File: config.mk
export PLATFORM = sky130hd
export DESIGN_NAME = rv32_fetch_stage
export DESIGN_NICKNAME = d
export VERILOG_FILES = /design/src/rtl/rv32_fetch_stage.sv
export SDC_FILE = /design/constraint.sdc
export NUM_CORES = 1
export LEC_CHECK = 0
export CORE_MARGIN = 8
export CORE_UTILIZATION = 52
export DETAILED_ROUTE_END_ITERATION = 7
export GPL_ROUTABILITY_DRIVEN = 1
export PLACE_DENSITY = 0.8
export SETUP_SLACK_MARGIN = 0.5
export SYNTH_ARGS = -nofsm -noshare
export SYNTH_HDL_FRONTEND = slang
export SYNTH_SLANG_ARGS = --single-unit
File: constraint.sdc
create_clock -name clk -period 8.1 [get_ports clk]
set_clock_uncertainty 0.1 [all_clocks]
set_input_delay 0.81 -clock clk [delete_from_list [all_inputs] [get_ports clk]]
set_output_delay 0.81 -clock clk [all_outputs]
set_load 0.02 [all_outputs]
File: src/rtl/rv32_fetch_stage.sv
`timescale 1ns/1ps
// ---------------------------------------------------------------------------
// rv32_fetch_stage
//
// Instruction-fetch stage for the RV32I core. Owns the PC, issues in-order
// word reads to instruction memory, buffers returned instructions together
// with their PCs and presents them to decode on a valid/ready stream.
// Redirects from execute squash all wrong-path work.
//
// Parameters
//   RESET_ADDR       PC after reset (bits [1:0] must be 0)
//   MAX_OUTSTANDING  credit limit: in-flight requests + buffered instructions
//
// Ports
//   clk             rising-edge clock
//   rst             synchronous, active-low reset
//   enable          1 = may issue new requests; 0 = hold issue, keep draining
//   redirect_valid  redirect PC this cycle
//   redirect_addr   new PC, bits [1:0] ignored
//   mem_req_valid   read request valid
//   mem_req_ready   memory accepts request
//   mem_req_addr    word address of request (current PC)
//   mem_resp_valid  read data valid, responses return in request order
//   mem_resp_data   instruction word
//   inst_valid      instruction available to decode
//   inst_ready      decode accepts instruction
//   inst_data       raw instruction
//   inst_pc         PC of inst_data
// ---------------------------------------------------------------------------
module rv32_fetch_stage #(
  parameter logic [31:0] RESET_ADDR      = 32'h0000_0000,
  parameter int unsigned MAX_OUTSTANDING = 2
) (
  input  logic        clk,
  input  logic        rst,
  input  logic        enable,
  input  logic        redirect_valid,
  input  logic [31:0] redirect_addr,
  output logic        mem_req_valid,
  input  logic        mem_req_ready,
  output logic [31:0] mem_req_addr,
  input  logic        mem_resp_valid,
  input  logic [31:0] mem_resp_data,
  output logic        inst_valid,
  input  logic        inst_ready,
  output logic [31:0] inst_data,
  output logic [31:0] inst_pc
);

  localparam int unsigned DEPTH = MAX_OUTSTANDING;
  localparam int unsigned CW    = $clog2(MAX_OUTSTANDING + 1);
  localparam int unsigned SUMW  = CW + 1;
  localparam int unsigned PW    = (DEPTH > 1) ? $clog2(DEPTH) : 1;

  localparam logic [SUMW-1:0] MAX_CREDIT = SUMW'(MAX_OUTSTANDING);
  localparam logic [PW-1:0]   LAST_IDX   = PW'(DEPTH - 1);

  // Architectural state
  logic [31:0]   pc_q, pc_d;
  logic [CW-1:0] outst_q, outst_d;   // requests accepted, response not yet seen
  logic [CW-1:0] drop_q, drop_d;     // oldest in-flight responses that are wrong-path
  logic [CW-1:0] occ_q, occ_d;       // buffered instructions

  // Pending-address FIFO: PCs of in-flight requests that are still on the right path
  logic [31:0]   addr_mem_q [DEPTH];
  logic [PW-1:0] addr_wr_q, addr_wr_d;
  logic [PW-1:0] addr_rd_q, addr_rd_d;

  // Instruction FIFO: returned words paired with their PCs
  logic [31:0]   inst_data_mem_q [DEPTH];
  logic [31:0]   inst_pc_mem_q   [DEPTH];
  logic [PW-1:0] inst_wr_q, inst_wr_d;
  logic [PW-1:0] inst_rd_q, inst_rd_d;

  logic [SUMW-1:0] credit_used;
  logic            req_fire;
  logic            resp_fire;
  logic            resp_keep;
  logic            resp_drop;
  logic            inst_pop;
  logic            addr_push;
  logic            inst_push;

  // Low address bits of a redirect are architecturally ignored.
  logic unused_redirect_lsbs;
  assign unused_redirect_lsbs = ^redirect_addr[1:0];

  function automatic logic [PW-1:0] ptr_inc(input logic [PW-1:0] p);
    return (p == LAST_IDX) ? '0 : p + PW'(1);
  endfunction

  // Issue depends only on registered counts and enable, so neither redirect
  // nor response inputs reach the request interface combinationally.
  assign credit_used   = {1'b0, outst_q} + {1'b0, occ_q};
  assign mem_req_valid = enable && (credit_used < MAX_CREDIT);
  assign mem_req_addr  = pc_q;

  assign inst_valid = (occ_q != '0);
  assign inst_data  = inst_data_mem_q[inst_rd_q];
  assign inst_pc    = inst_pc_mem_q[inst_rd_q];

  assign req_fire  = mem_req_valid && mem_req_ready;
  // A response with nothing outstanding can only be a leftover from before
  // reset; ignoring it keeps the counters from wrapping.
  assign resp_fire = mem_resp_valid && (outst_q != '0);
  assign resp_drop = resp_fire && (drop_q != '0);
  assign resp_keep = resp_fire && (drop_q == '0);
  assign inst_pop  = inst_valid && inst_ready;

  // A redirect flushes the FIFOs, so nothing from that cycle is written.
  assign addr_push = req_fire && !redirect_valid;
  assign inst_push = resp_keep && !redirect_valid;

  always_comb begin
    outst_d   = outst_q + CW'(req_fire) - CW'(resp_fire);
    pc_d      = pc_q;
    drop_d    = drop_q;
    occ_d     = occ_q;
    addr_wr_d = addr_wr_q;
    addr_rd_d = addr_rd_q;
    inst_wr_d = inst_wr_q;
    inst_rd_d = inst_rd_q;

    if (redirect_valid) begin
      // Every request still in flight after this edge (including one accepted
      // now) belongs to the old path; a response arriving now is discarded.
      pc_d      = {redirect_addr[31:2], 2'b00};
      drop_d    = outst_d;
      occ_d     = '0;
      addr_wr_d = '0;
      addr_rd_d = '0;
      inst_wr_d = '0;
      inst_rd_d = '0;
    end else begin
      if (req_fire) begin
        pc_d      = pc_q + 32'd4;
        addr_wr_d = ptr_inc(addr_wr_q);
      end
      if (resp_drop) begin
        drop_d = drop_q - CW'(1);
      end
      if (resp_keep) begin
        addr_rd_d = ptr_inc(addr_rd_q);
        inst_wr_d = ptr_inc(inst_wr_q);
      end
      if (inst_pop) begin
        inst_rd_d = ptr_inc(inst_rd_q);
      end
      occ_d = occ_q + CW'(resp_keep) - CW'(inst_pop);
    end
  end

  always_ff @(posedge clk) begin
    if (!rst) begin
      pc_q      <= RESET_ADDR;
      outst_q   <= '0;
      drop_q    <= '0;
      occ_q     <= '0;
      addr_wr_q <= '0;
      addr_rd_q <= '0;
      inst_wr_q <= '0;
      inst_rd_q <= '0;
    end else begin
      pc_q      <= pc_d;
      outst_q   <= outst_d;
      drop_q    <= drop_d;
      occ_q     <= occ_d;
      addr_wr_q <= addr_wr_d;
      addr_rd_q <= addr_rd_d;
      inst_wr_q <= inst_wr_d;
      inst_rd_q <= inst_rd_d;
    end
  end

  // FIFO storage needs no reset: pointers and counts define what is valid.
  always_ff @(posedge clk) begin
    if (addr_push) begin
      addr_mem_q[addr_wr_q] <= pc_q;
    end
    if (inst_push) begin
      inst_data_mem_q[inst_wr_q] <= mem_resp_data;
      inst_pc_mem_q[inst_wr_q]   <= addr_mem_q[addr_rd_q];
    end
  end

endmodule

==> Yosys cells after proc, flatten, opt, wreduce, memory -nomap -nowiden <==
Memory sizes are Yosys's and may differ from the RTL's. A register that Yosys moved wholly into a read port is not among the register bits.
Cells that the tools add are included.
{ "totals": {"ram_bits": 192, "memories": 3, "regBits": 42, "out_inout_bits": 98, "in_bits": 71} }
{ "op_classes": {"add_sub_neg": 11, "reduce_logical": 16, "magnitude_cmp": 1, "muxes": 18, "bitwise_logic": 1} }
{ "mem_list": {"columns": ["memory", "depth", "width", "read_ports", "rd_ports_with_merged_regs", "write_ports", "line_no", "source"], "rows": [
  ["addr_mem_q", 2, 32, 1, 1, 1, "65", "logic [31:0] addr_mem_q [DEPTH];"],
  ["inst_data_mem_q", 2, 32, 1, 1, 1, "70", "logic [31:0] inst_data_mem_q [DEPTH];"],
  ["inst_pc_mem_q", 2, 32, 1, 1, 1, "71", "logic [31:0] inst_pc_mem_q [DEPTH];"]
]} }
{ "ops": {"columns": ["cell", "n"], "rows": [
  ["$mux 32", 2],
  ["$add 32x3->32 const B", 1],
  ["$mux 1", 14],
  ["$reduce_bool 2->1", 5],
  ["$logic_and 1x1->1", 8],
  ["$add 1x1->1 const B", 4],
  ["$add 2x1->2", 2],
  ["$mux 2", 2],
  ["$sub 2x1->2", 2],
  ["$add 2x2->3", 1],
  ["$lt 3x2->1 const B", 1],
  ["$logic_not 2->1", 1],
  ["$reduce_or 2->1", 1],
  ["$sub 2x1->2 const B", 1],
  ["$logic_not 1->1", 1],
  ["$not 1->1", 1]
]} }

==> Depth between registers and ports, before layout <==
Gate-level depths: netlist of run 1.
{ "depth": {"word_depth": 7, "mapped_depth": 12} }

==> Least setup slack after synthesis of run 1 <==
No wires, ideal clock.
{ "synth_path": {"path_type": "in2reg", "from": "input port mem_resp_valid", "to": "memory inst_data_mem_q[1][0], enable pin", "arrival_time_ns": 5.678, "setup_time_ns": 0.571, "slack_ns": 1.750, "path_stages": 3, "path_cell_list": "o21a_1 nand2_1 nor3b_1"} }
{ "synth_via": {"elab_chain_cells": 5} }
{ "synth_lines": {"columns": ["item", "line_no", "source"], "rows": [
  ["from (decl)", "42", "input logic mem_resp_valid,"],
  ["$logic_and 1x1->1", "105", "assign resp_fire = mem_resp_valid && (outst_q != '0);"],
  ["$logic_and 1x1->1", "107", "assign resp_keep = resp_fire && (drop_q == '0);"],
  ["$logic_and 1x1->1", "112", "assign inst_push = resp_keep && !redirect_valid;"],
  ["$mux 1", "180", "if (inst_push) begin"],
  ["$mux 1 (not written as such)", "181", "inst_data_mem_q[inst_wr_q] <= mem_resp_data;"],
  ["to (decl)", "70", null]
]} }
No other way between the ends.

==> flow_summary.toml, run 1 <==
[synthesis]
synth-seq-cells = 226
netlist_instances = 575
netlist.area_leader.share_pct = 61.6
synth_area_um2 = 8970
synthDistinctLibCells = 42
ys_seq_area_share_pct = 71.0
avgSynthCellArea_um2 = 15.6
synth_area_leaders = "edfxtp_1 62%, mux2_2 12%, dfxtp_1 9.4%"
async_flop_share_pct = 0
synth_warnings = 0
synth_edf_count = 184
synth_area_leader_cell = "edfxtp_1"
synth-main-ff-cell = "edfxtp_1"

[route]
first_pass_iters = 5
wl_um = 19500
drc = 0
ant_nets = 0
drt_iter0_drc = 497
vias = 5474
wire_per_inst_um = 19.8
vias_per_cell = 5.56

[timing]
tns_ps = 0
slew_viol_final = 0
hold_viol = 0
period_needed_ps = 3660
layout_worst_path_cycle_share_pct = 45.2
slew-limit-headroom_pct = 38.9
fmax_ghz = 0.273
tightest_slew_ps = 912
setup_viol = 0
rsz0062_at_grt = "no"

[cts]
cts-resized-gates = 0
cts.sinks = 226
htreeDepth = 1
cts_made_buffers = 23
postCtsHoldBufs = 0
cts_root_buffer = "clkbuf_16"
clkLatencyLatePin_ps = 500
tritoncts = "built"
post_cts_buffers = 0
cts_buffer_depth = 3
path_clk_slew_ps = 60

[hold_path]
hold_path.class = "reg -> reg"
min-delay-start = "addr_rd_q$_SDFFE_PP0P_"

[grt]
grt_max_degree = 48
grt.overflow.total = 0
antenna_found_initial = 0
met1_usage_pct = 22.0
top_usage_layer = "met2"
grt_pass1_vias = 5741
use_met3_pct = 3.78
grt_pass1_wl_um = 30600
met2_usage_pct = 30.1
grt_usage_pct = 17.5

[pwr]
sw_frac_of_total_pct = 23.9
p_clk_share_pct = 34.5
pwr_density_cell_nw_per_um2 = 238
p_comb_share_pct = 14.8
cellLeakagePower_nw = 3.83
pwr-share-seq_pct = 50.7
peakVddDrop_mv = 0.148
power.switching_mw = 0.655
intPower_mw = 2.08

[floorplanning]
coreArea_um2 = 17100
placementRows = 48
die-area_um2 = 21700
die_y_um = 147
ios = 169
start_util_pct = 52.6
die_w_um = 147

[final_layout]
final_util_pct = 67.5
drive_gt1_share_pct = 18.3
fin_nets = 821
layout-area-overhead-vs-synth_pct = 28.4
n_fill_cell = 1151
antennaDiodeCount = 0

[setup_path]
crit_path_start_kind = "flip-flop"
critical_path.endpoint_type = "output port"
cp.required_ps = 7190
worst-path-max-fanout = 37
crit_arrival_ps = 2750
path_class = "reg -> out"
reg2reg_from = "outst_q[0]$_SDFF_PN0_"

[place]
gp_congestion = 0.855
hpwlAfterDp_um = 13100
io_buffer_count = 162

[outcome]
status = "complete, no violations"

[flow_run]
drv_cap = 0
==> per-layer routing <==
metal	vias up	routed length [um]	part of all wire [%]
li1	2544	-	-
met1	2686	8050	41
met2	222	9540	49
met3	22	1530	7.8
met4	0	380	1.9
met5	-	0	0
==> logic make-up after synthesis <==
family          after synthesis  share of synthesized area (%)
flops                       226                           71.0
mux                          92                           11.5
xor+xnor                     18                           1.76
simple gates                118                           7.46
other cells                   1                         0.0418
compound gates               72                           5.27
buf+inv                      41                           1.91
fa+ha+maj                     7                           1.06
==> placed cells by master (no fill, tap or decap), types with 4 or more instances in the layout <==
| master | n |
|---|---|
| and2_1 | 6 |
| a31oi_1 | 13 |
| or3_1 | 8 |
| edfxtp_1 | 184 |
| nand4_1 | 10 |
| xnor2_1 | 14 |
| nor3_1 | 7 |
| inv_1 | 7 |
| dfxtp_1 | 41 |
| nand2b_1 | 10 |
| xor2_1 | 4 |
| o211a_1 | 6 |
| nor2_1 | 10 |
| o21ai_0 | 27 |
| clkbuf_1 | 7 |
| o31ai_1 | 8 |
| ha_1 | 6 |
| nand2_1 | 23 |
| nand3_1 | 12 |
| clkbuf_16 | 23 |
| mux2_2 | 92 |
| and4_1 | 5 |
| clkinv_1 | 5 |
| buf_4 | 11 |
| or4_1 | 12 |
| conb_1 | 4 |
| clkdlybuf4s50_1 | 162 |
| a21oi_1 | 5 |
==> cell type report <==
class | count | area, um2 | area share [%]
Clock buffer | 32 | 629 | 5.46
Sequential cell | 226 | 6370 | 55.3
Tap cell | 225 | 282 | 2.44
Timing Repair Buffer | 173 | 1700 | 14.8
Multi-Input combinational cell | 311 | 2460 | 21.4
Inverter | 8 | 30.0 | 0.261
Clock inverter | 9 | 46.3 | 0.402
==> cell usage after synthesis, types with 4 or more instances <==
cell / count
o21ai_0: 27
nand2b_1: 10
dfxtp_1: 42
clkbuf_1: 27
mux2_2: 92
xnor2_1: 14
or4_1: 12
a31oi_1: 13
and4_1: 5
o211a_1: 6
buf_4: 4
and2_1: 6
nor3_1: 9
nand3_1: 12
ha_1: 6
edfxtp_1: 184
nand4_1: 10
nand2_1: 23
nor2_1: 10
or3_1: 8
a21oi_1: 5
inv_1: 7
xor2_1: 4
o31ai_1: 8
==> critical path: stages, from the launching register on <==
cell and delay [ps]:
dfxtp_2 730, buf_4 540, mux2_2 410, clkdlybuf4s50_1 540
==> stage by stage <==
| stage | setup WS, ps | power (mW) | std cells | area, um2 | hold slack (ps) |
|---|---|---|---|---|---|
| floorplan | 1750 | 1.64 | 578 | 8980 | 372 |
| global placement | 4420 | 1.80 | 943 | 10800 | 388 |
| detailed placement | 4330 | 1.82 | 943 | 10800 | 395 |
| CTS | 4350 | 2.76 | 984 | 11500 | 414 |
| global route | 4260 | 2.84 | 984 | 11500 | 434 |
| finish | 4440 | 2.74 | 984 | 11500 | 416 |
==> final timing paths <==
path                                   endpoint  slack (ps)  cells past startpoint
hold / removal                        flip-flop         420                      2
setup / recovery                    inst_pc[23]        4440                      3
setup reg to reg  mem_req_addr[18]$_SDFFE_PN0P_        4540                      7
hold reg to reg                       flip-flop         420                      2
==> flip-flops by register name (all words and copies together) (netlist names), named ones only <==
name and flops:
outst_q 2, inst_data_mem_q 64, inst_pc_mem_q 60, inst_wr_q 1, inst_rd_q 1, drop_q 2, addr_mem_q 60, addr_rd_q 1
mem_req_addr 30, occ_q 2, addr_wr_q 1
==> power groups by stage <==
stage                     Sequential, mW  Combinational [mW]  Clock (mW)
after floorplan                     1.41               0.223           0
after global placement              1.41               0.395           0
after detailed placement            1.41               0.407           0
after CTS                           1.39               0.410       0.965
after global routing                1.39               0.435        1.01
final                               1.39               0.406       0.944
(Power assumes the default switching activity.)
==> run 2: changes to the inputs <==
==> constraint.sdc (replaced) <==
create_clock -name clk -period 3.68 [get_ports clk]
set_clock_uncertainty 0.1 [all_clocks]
set_input_delay 0.368 -clock clk [delete_from_list [all_inputs] [get_ports clk]]
set_output_delay 0.368 -clock clk [all_outputs]
set_load 0.02 [all_outputs]
==> run 2 against run 1 <==
Compared with the run above: global-route usage grew 0.40 points; first-iteration DRC count shrank 18%; routed wire length grew 1.1%; final cell count grew 0.20%; clock power grew 140%; combinational power grew 120%.
==> flow_summary.toml, run 2 (same netlist as run 1, synthesis figures left out) <==
[outcome]
status = "complete, no violations"

[hold_path]
hold_path.class = "in -> reg"
holdPathEnd = "inst_data_mem_q[1][13]$_DFFE_PP_"
hold_path_depth = 1
min-delay-start = "mem_resp_data[13]"

[setup_path]
crit_path_start_kind = "flip-flop"
path_buf_inv = 1
critical_path.endpoint_type = "flip-flop"
cp.required_ps = 4000
path_cells = "and2_1, fa_1, and4bb_2, inv_2, or4_4, or4_1, a31oi_1"
worst-path-max-fanout = 17
slowest_delay_ps = 680
crit_arrival_ps = 3320
critPathSlowestCell = "or4_4"
reg2reg_from = "outst_q[0]$_SDFF_PN0_"
path_class = "reg -> reg"
ff2ff_path_depth = 7
r2r_end = "mem_req_addr[26]$_SDFFE_PN0P_"
rrSetupSlack_ps = 680
cpLargestDelayFamily = "simple AND/OR/NAND/NOR gates"

[final_layout]
fin_nets = 823
reg.largest.list = "inst_data_mem_q (64), addr_mem_q (60), inst_pc_mem_q (60)"
drive_gt1_share_pct = 19.7
final_cell_mix = "184 x edfxtp_1, 162 x clkdlybuf4s50_1, 92 x mux2_2"
layout-area-overhead-vs-synth_pct = 29.9
final_common_cell = "edfxtp_1"
largest_register_ffs = 64
regMostFlops = "inst_data_mem_q"
n_fill_cell = 1155
antennaDiodeCount = 0

[grt]
grt_pass1_vias = 5822
grt_pass1_wl_um = 31300
grt_max_degree = 47
grt.overflow.total = 0
grt_usage_pct = 17.9
antenna_found_initial = 0

[cts]
tritoncts = "built"
postCtsHoldBufs = 0
cts_buffer_depth = 3
clkLatencyLatePin_ps = 490
cts.sinks = 226
cts_made_buffers = 23
cts_root_buffer = "clkbuf_16"
path_clk_slew_ps = 60
htreeDepth = 1

[timing]
fmax_ghz = 0.334
slew-limit-headroom_pct = 52.7
rsz0062_at_grt = "no"
setup_viol = 0
tns_ps = 0
slew_viol_final = 0
layout_worst_path_cycle_share_pct = 81.5
hold_viol = 0
tightest_slew_ps = 708
period_needed_ps = 3000

[route]
vias = 5494
wire_per_inst_um = 20.0
first_pass_iters = 5
drc = 0
wl_um = 19700
vias_per_cell = 5.57
drt_iter0_drc = 407
ant_nets = 0

[floorplanning]
ios = 169
die_y_um = 147
die-area_um2 = 21700
placementRows = 48
coreArea_um2 = 17100
start_util_pct = 52.6
die_w_um = 147

[pwr]
peakVddDrop_mv = 0.368
pwr_density_cell_nw_per_um2 = 534
total_power_mw = 6.23
cellLeakagePower_nw = 3.91

[place]
gp_congestion = 0.831
io_buffer_count = 162
hpwlAfterDp_um = 13100

[flow_run]
drv_cap = 0
## run 2: layout make-up
type,instances,area [um2],area share (%)
Clock inverter,14,119,1.02
Sequential cell,226,6370,54.6
Tap cell,225,282,2.41
Clock buffer,27,632,5.42
Timing Repair Buffer,175,1740,15.0
Inverter,8,30.0,0.258
Multi-Input combinational cell,311,2480,21.3
## run 2: timing repair
item                       in CTS  in global routing
buffers inserted                0                  0
setup endpoints to repair       1                  0
gates resized for setup         1                  0
## run 2: metrics by stage
stage	area (um2)	util (%)	instances	setup slack (ps)	hold slack (ps)
global placement	10900	63.9	945	608	386
floorplan	9020	-	578	769	367
global route	11700	68.3	986	569	330
detailed placement	10900	63.9	945	503	409
finish	11700	68.3	986	681	348
CTS	11700	68.3	986	631	333
## run 2: worst max-delay path by stage
stage / startpoint / endpoint / slack, ps / cells past startpoint
after global routing: flip-flop / inst_pc[25] / 570 / 3
final: outst_q[0]$_SDFF_PN0_ / mem_req_addr[26]$_SDFFE_PN0P_ / 680 / 7
after detailed placement: outst_q[0]$_SDFF_PN0_ / mem_req_addr[26]$_SDFFE_PN0P_ / 500 / 7
after global placement: outst_q[0]$_SDFF_PN0_ / mem_req_addr[18]$_SDFFE_PN0P_ / 610 / 7
after floorplan: outst_q[1]$_SDFF_PN0_ / inst_data_mem_q[1][0]$_DFFE_PP_ / 770 / 3
after CTS: flip-flop / inst_pc[12] / 630 / 3
## run 2: worst reg2reg max path: stages (launching register included)
cell and delay [ps]:
dfxtp_1 320, and2_1 170, fa_1 460, and4bb_2 340
inv_2 130, or4_4 690, or4_1 530, a31oi_1 190
## run 2: report_power, final
part           leakage [nW]  total, mW  switching (mW)  internal (mW)
registers              2.02       3.05          0.0977           2.95
logic                  1.50      0.908           0.467          0.441
clock network         0.381       2.26           0.900           1.36
## run 2: per-layer routing
layer	track usage (%)	up-vias	part of all wire, %
li1	-	2556	-
met1	21.9	2681	41
met2	30.7	227	49
met3	4.64	30	8.2
met4	5.41	0	1.7
met5	0	-	0
